**src/rtl/fluxo_dados_jogo_param.sv**
```systemverilog
// Parametrised datapath for the memory-sequence game.
// Counters, play register, edge detector, sequence memory and comparators.
module fluxo_dados_jogo_param #(
    parameter int NB        = 4,
    parameter int DEPTH     = 16,
    parameter int AW        = 4,
    parameter int TIMEOUT   = 5000,
    parameter int TW        = 13,
    parameter int MAX_ERROS = 3,
    localparam int EW       = $clog2(MAX_ERROS + 1)
) (
    input  logic          clock,
    input  logic          reset,
    input  logic          zeraE,
    input  logic          contaE,
    input  logic          zeraCR,
    input  logic          contaCR,
    input  logic          contaT,
    input  logic          limpaRC,
    input  logic          registraRC,
    input  logic          zeraLeds,
    input  logic          registraLeds,
    input  logic          led_selector,
    input  logic          escreveM,
    input  logic          zeraErro,
    input  logic          contaErro,
    input  logic [NB-1:0] botoes,
    output logic          jogada_correta,
    output logic          enderecoIgualRodada,
    output logic          fimE,
    output logic          fimR,
    output logic          jogada_feita,
    output logic          jogada_invalida,
    output logic          timeout,
    output logic          meio,
    output logic          fim_vidas,
    output logic [NB-1:0] leds,
    output logic [AW-1:0] db_endereco,
    output logic [AW-1:0] db_rodada,
    output logic [NB-1:0] db_jogada,
    output logic [NB-1:0] db_memoria,
    output logic [EW-1:0] db_erros,
    output logic          db_tem_jogada
);

    logic [AW-1:0] end_q, end_d;
    logic [AW-1:0] rod_q, rod_d;
    logic [TW-1:0] tmo_q, tmo_d;
    logic [NB-1:0] jog_q, jog_d;
    logic [EW-1:0] err_q, err_d;
    logic          sel_q, sel_d;
    logic          prev_q, prev_d;
    logic [NB-1:0] mem_q [DEPTH];
    logic [AW-1:0] addr;
    logic          tem;

    assign tem  = |botoes;
    assign addr = sel_q ? rod_q : end_q;

    always_comb begin
        end_d  = end_q;
        rod_d  = rod_q;
        tmo_d  = tmo_q;
        jog_d  = jog_q;
        err_d  = err_q;
        sel_d  = sel_q;
        prev_d = tem;

        if (zeraE) end_d = '0;
        else if (contaE) end_d = (end_q == AW'(DEPTH - 1)) ? '0 : end_q + 1'b1;

        if (zeraCR) rod_d = '0;
        else if (contaCR) rod_d = (rod_q == AW'(DEPTH - 1)) ? '0 : rod_q + 1'b1;

        // Any restart of the play window beats the enable.
        if (zeraE | zeraCR | limpaRC | contaE) tmo_d = '0;
        else if (contaT) tmo_d = (tmo_q == TW'(TIMEOUT - 1)) ? '0 : tmo_q + 1'b1;

        if (limpaRC) jog_d = '0;
        else if (registraRC) jog_d = botoes;

        if (zeraErro) err_d = '0;
        else if (contaErro && err_q != EW'(MAX_ERROS)) err_d = err_q + 1'b1;

        if (zeraLeds) sel_d = 1'b0;
        else if (registraLeds) sel_d = led_selector;

        if (zeraCR) prev_d = 1'b0;

        if (reset) begin
            end_d  = '0;
            rod_d  = '0;
            tmo_d  = '0;
            jog_d  = '0;
            err_d  = '0;
            sel_d  = 1'b0;
            prev_d = 1'b0;
        end
    end

    always_ff @(posedge clock) begin
        end_q  <= end_d;
        rod_q  <= rod_d;
        tmo_q  <= tmo_d;
        jog_q  <= jog_d;
        err_q  <= err_d;
        sel_q  <= sel_d;
        prev_q <= prev_d;
    end

    // Memory is deliberately outside reset.
    always_ff @(posedge clock) begin
        if (escreveM) mem_q[addr] <= jog_q;
    end

    assign db_memoria          = mem_q[addr];
    assign db_endereco         = end_q;
    assign db_rodada           = rod_q;
    assign db_jogada           = jog_q;
    assign db_erros            = err_q;
    assign db_tem_jogada       = tem;
    assign jogada_feita        = tem & ~prev_q;
    assign jogada_invalida     = ($countones(jog_q) != 1);
    assign jogada_correta      = (db_memoria == jog_q) & ~jogada_invalida;
    assign enderecoIgualRodada = (end_q == rod_q);
    assign fimE                = (end_q == AW'(DEPTH - 1));
    assign fimR                = (rod_q == AW'(DEPTH - 1));
    assign timeout             = (tmo_q == TW'(TIMEOUT - 1));
    assign meio                = (tmo_q == TW'(TIMEOUT / 2));
    assign fim_vidas           = (err_q == EW'(MAX_ERROS));
    assign leds                = sel_q ? db_memoria : jog_q;

endmodule
```
**config.mk**
```make
export PLATFORM = sky130hd
export DESIGN_NAME = fluxo_dados_jogo_param
export DESIGN_NICKNAME = d
export VERILOG_FILES = /design/src/rtl/fluxo_dados_jogo_param.sv
export SDC_FILE = /design/constraint.sdc
export NUM_CORES = 1
export LEC_CHECK = 0
export ABC_AREA = 0
export BUFFER_PORTS_ARGS = -buffer_cell sky130_fd_sc_hd__buf_4
export CAP_MARGIN = 20
export CORE_MARGIN = 2
export CORE_UTILIZATION = 30
export CTS_CLUSTER_DIAMETER = 200
export DETAILED_ROUTE_END_ITERATION = 8
export PLACE_DENSITY_LB_ADDON = 0.05
export SKIP_CTS_REPAIR_TIMING = 1
export SLEW_MARGIN = 20
export SYNTH_ARGS = -nofsm -noshare
export SYNTH_HDL_FRONTEND = slang
export SYNTH_SLANG_ARGS = --single-unit
export TNS_END_PERCENT = 30
```
**constraint.sdc**
```tcl
create_clock -name clock -period 2 [get_ports clock]
set_input_delay 0.1 -clock clock [delete_from_list [all_inputs] [get_ports clock]]
set_output_delay 0.1 -clock clock [all_outputs]
set_load 0.1 [all_outputs]
```
==> results.json <==
{
  "cts.sinks": 93,
  "syn_inst": 450,
  "layout_setup_ws_ns": -0.690,
  "detail_route.vias_per_cell": 5.07,
  "tightest_slew_ns": 0.491,
  "die_h_um": 132,
  "setup.worst_path.start_class": "flop",
  "design_area_um2": 7090,
  "finalHoldViolCount": 0,
  "async_flop_share_pct": 0,
  "place_ws_ns": -0.526,
  "antenna_found_initial": 0,
  "dp_hpwl_um": 9730,
  "synth.distinct_cells": 47,
  "multi_input_area_um2": 2520,
  "io_pins": 51,
  "area.sequential_um2": 2550,
  "max_slew_margin_pct": 67.0,
  "drv_cap": 0,
  "fin_worst_skew_ns": 0.00646,
  "clk_path_buf_depth": 2,
  "root_buffer": "clkbuf_16",
  "final_cell_mix": "buf_4 (112), nor2_1 (67), edfxtp_1 (64)",
  "fp-row-count": 46,
  "grt_pass1_vias": 3808,
  "overflow": 0,
  "cp_data_required_time_ns": 1.90,
  "crit_arrival_ns": 2.59,
  "ys_seq_area_share_pct": 50.9,
  "die_area_um2": 17400,
  "final_nets": 596,
  "layout_commonest_cell": "buf_4",
  "ys_ff_latch": 93,
  "crit_type": "reg2out",
  "grt.total_usage_pct": 16.1,
  "final_core_util_pct": 44.5,
  "max-vdd-ir-drop_mv": 0.395,
  "power.density_nw_per_um2": 645,
  "total_power_mw": 4.57,
  "path_max_fanout": 7,
  "holdPathStages": 3,
  "min_to": "prev_q",
  "place_congestion": 0.791,
  "clk_pin_slew_ns": 0.06,
  "htree_levels": 3,
  "synth_edf_count": 64,
  "drt_wl_total_um": 14700,
  "start_util_pct": 30.8,
  "ant_nets": 0,
  "r2r-start": "sel_q",
  "synth_nets": 477,
  "antennaDiodeCount": 0,
  "initialDrtViolationCount": 230,
  "placed_cell_area_um2": 6110,
  "reg2reg_slack_ns": 0,
  "drive_above_1_share_pct": 41.3,
  "first_pass_iters": 4,
  "finalSetupTns_ns": -4.85,
  "crit_path_end_kind": "primary output",
  "insertion_delay_ns": 0.35,
  "grt_pass1_wl_um": 21600,
  "ys.flop_type": "edfxtp_1",
  "fin_crit_ns": 2.69,
  "fp.dieW_um": 132,
  "min_from": "botoes[3]",
  "hp-class": "in2reg",
  "setup_viol": 10,
  "cts_tree": "built",
  "drc": 0,
  "cts-buffers-inserted": 9,
  "netlist_area_um2": 4920,
  "timing.rr.end": "mem_q[13][3]",
  "fmax_mhz": 372,
  "wl_per_cell_um": 18.6,
  "violations": "setup timing",
  "status": "finished, violations left",
  "avgSynthCellArea_um2": 10.9,
  "yosysWarnings": 0,
  "dr_total_vias": 4005,
  "p_leak_nw": 2.53,
  "reg2regPathDepth": 4,
  "finalMaxSlewViolations": 0,
  "num-fill-cells": 1504,
  "area.growth.synth_to_final_pct": 44.1,
  "portBuffers": 50,
  "core_area_um2": 15900,
  "rsz0062_at_grt": "yes",
  "fin_crit_sh_pct": 134,
  "grt_max_degree": 39
}
-- power breakdown --
part	leakage, nW	total (mW)	internal, mW	switching, mW
registers	0.845	2.07	2.05	0.0217
logic	1.53	0.753	0.295	0.458
clock network	0.153	1.75	1.03	0.720
-- state kept, by name, summed over array words and instances, names as in the netlist --
| register | count |
|---|---|
| sel_q | 1 |
| db_erros | 2 |
| mem_q | 64 |
| prev_q | 1 |
| db_jogada | 4 |
| db_endereco | 4 |
| db_rodada | 4 |
| tmo_q | 13 |
-- worst max-delay path: stages, from the launching register on --
cell and delay (ns):
dfxtp_4 0.44, mux2_4 0.37, mux4_2 0.46, o22ai_4 0.19
nor3_4 0.06, xnor2_1 0.16, nor4_4 0.30, buf_6 0.26
-- stage by stage --
stage                     std cells  hold slack [ns]
after global routing            790           0.0787
after detailed placement        742            0.280
after floorplan                 450            0.163
final                           790           0.0662
after global placement          742            0.276
after CTS                       758          -0.0941
-- area by class of cell --
class,count,share of cell area [%]
Clock inverter,2,0.194
Sequential cell,93,36.0
Timing Repair Buffer,149,19.6
Inverter,11,0.653
Multi-Input combinational cell,305,35.6
Clock buffer,14,4.18
Tap cell,216,3.81
-- how the worst max path moves through the flow --
stage                         from              to  slack [ns]  depth (start not counted)
finish                       sel_q  jogada_correta       -0.69                          7
global route                 sel_q  jogada_correta       -0.79                         10
CTS                          sel_q  jogada_correta       -0.92                          8
detailed placement           sel_q  jogada_correta       -0.53                          8
global placement             sel_q  jogada_correta       -0.53                          7
floorplan           db_endereco[0]  jogada_correta       -1.95                          7
-- Yosys cell counts (12+ instances only) --
library cell	instances	share of area [%]
clkbuf_1	16	1.2
nor2_1	77	5.9
a21o_1	12	1.8
nor3_1	17	1.7
xor2_1	13	2.3
a41oi_1	12	2.1
edfxtp_1	64	39
nand2_1	13	0.99
a31oi_1	12	1.5
nor4b_1	38	6.8
nor4bb_1	13	2.6
nor4_1	15	1.9
dfxtp_1	29	12
mux2i_1	13	2.6
buf_2	19	1.9
-- per-layer routing --
layer	routed length, um	GRT usage (%)	vias to the layer above
li1	-	-	1943
met4	244	5.98	0
met3	470	2.69	17
met1	6840	21.5	1981
met5	0	0	-
met2	7130	26.1	64
-- kinds of logic (layout without fill, tap and decap cells) --
family | count (synthesis) | after routing | synth area share (%)
DFF | 93 | 93 | 50.9
buffers and inverters | 52 | 176 | 4.99
AOI/OAI and AO/OA | 50 | 50 | 7.84
and+or+nand+nor | 205 | 205 | 24.9
xor gates and xnor gates | 22 | 22 | 3.92
muxes | 20 | 20 | 5.24
adders and majority gates | 8 | 8 | 2.19
Power figures use the tool's default switching activity.
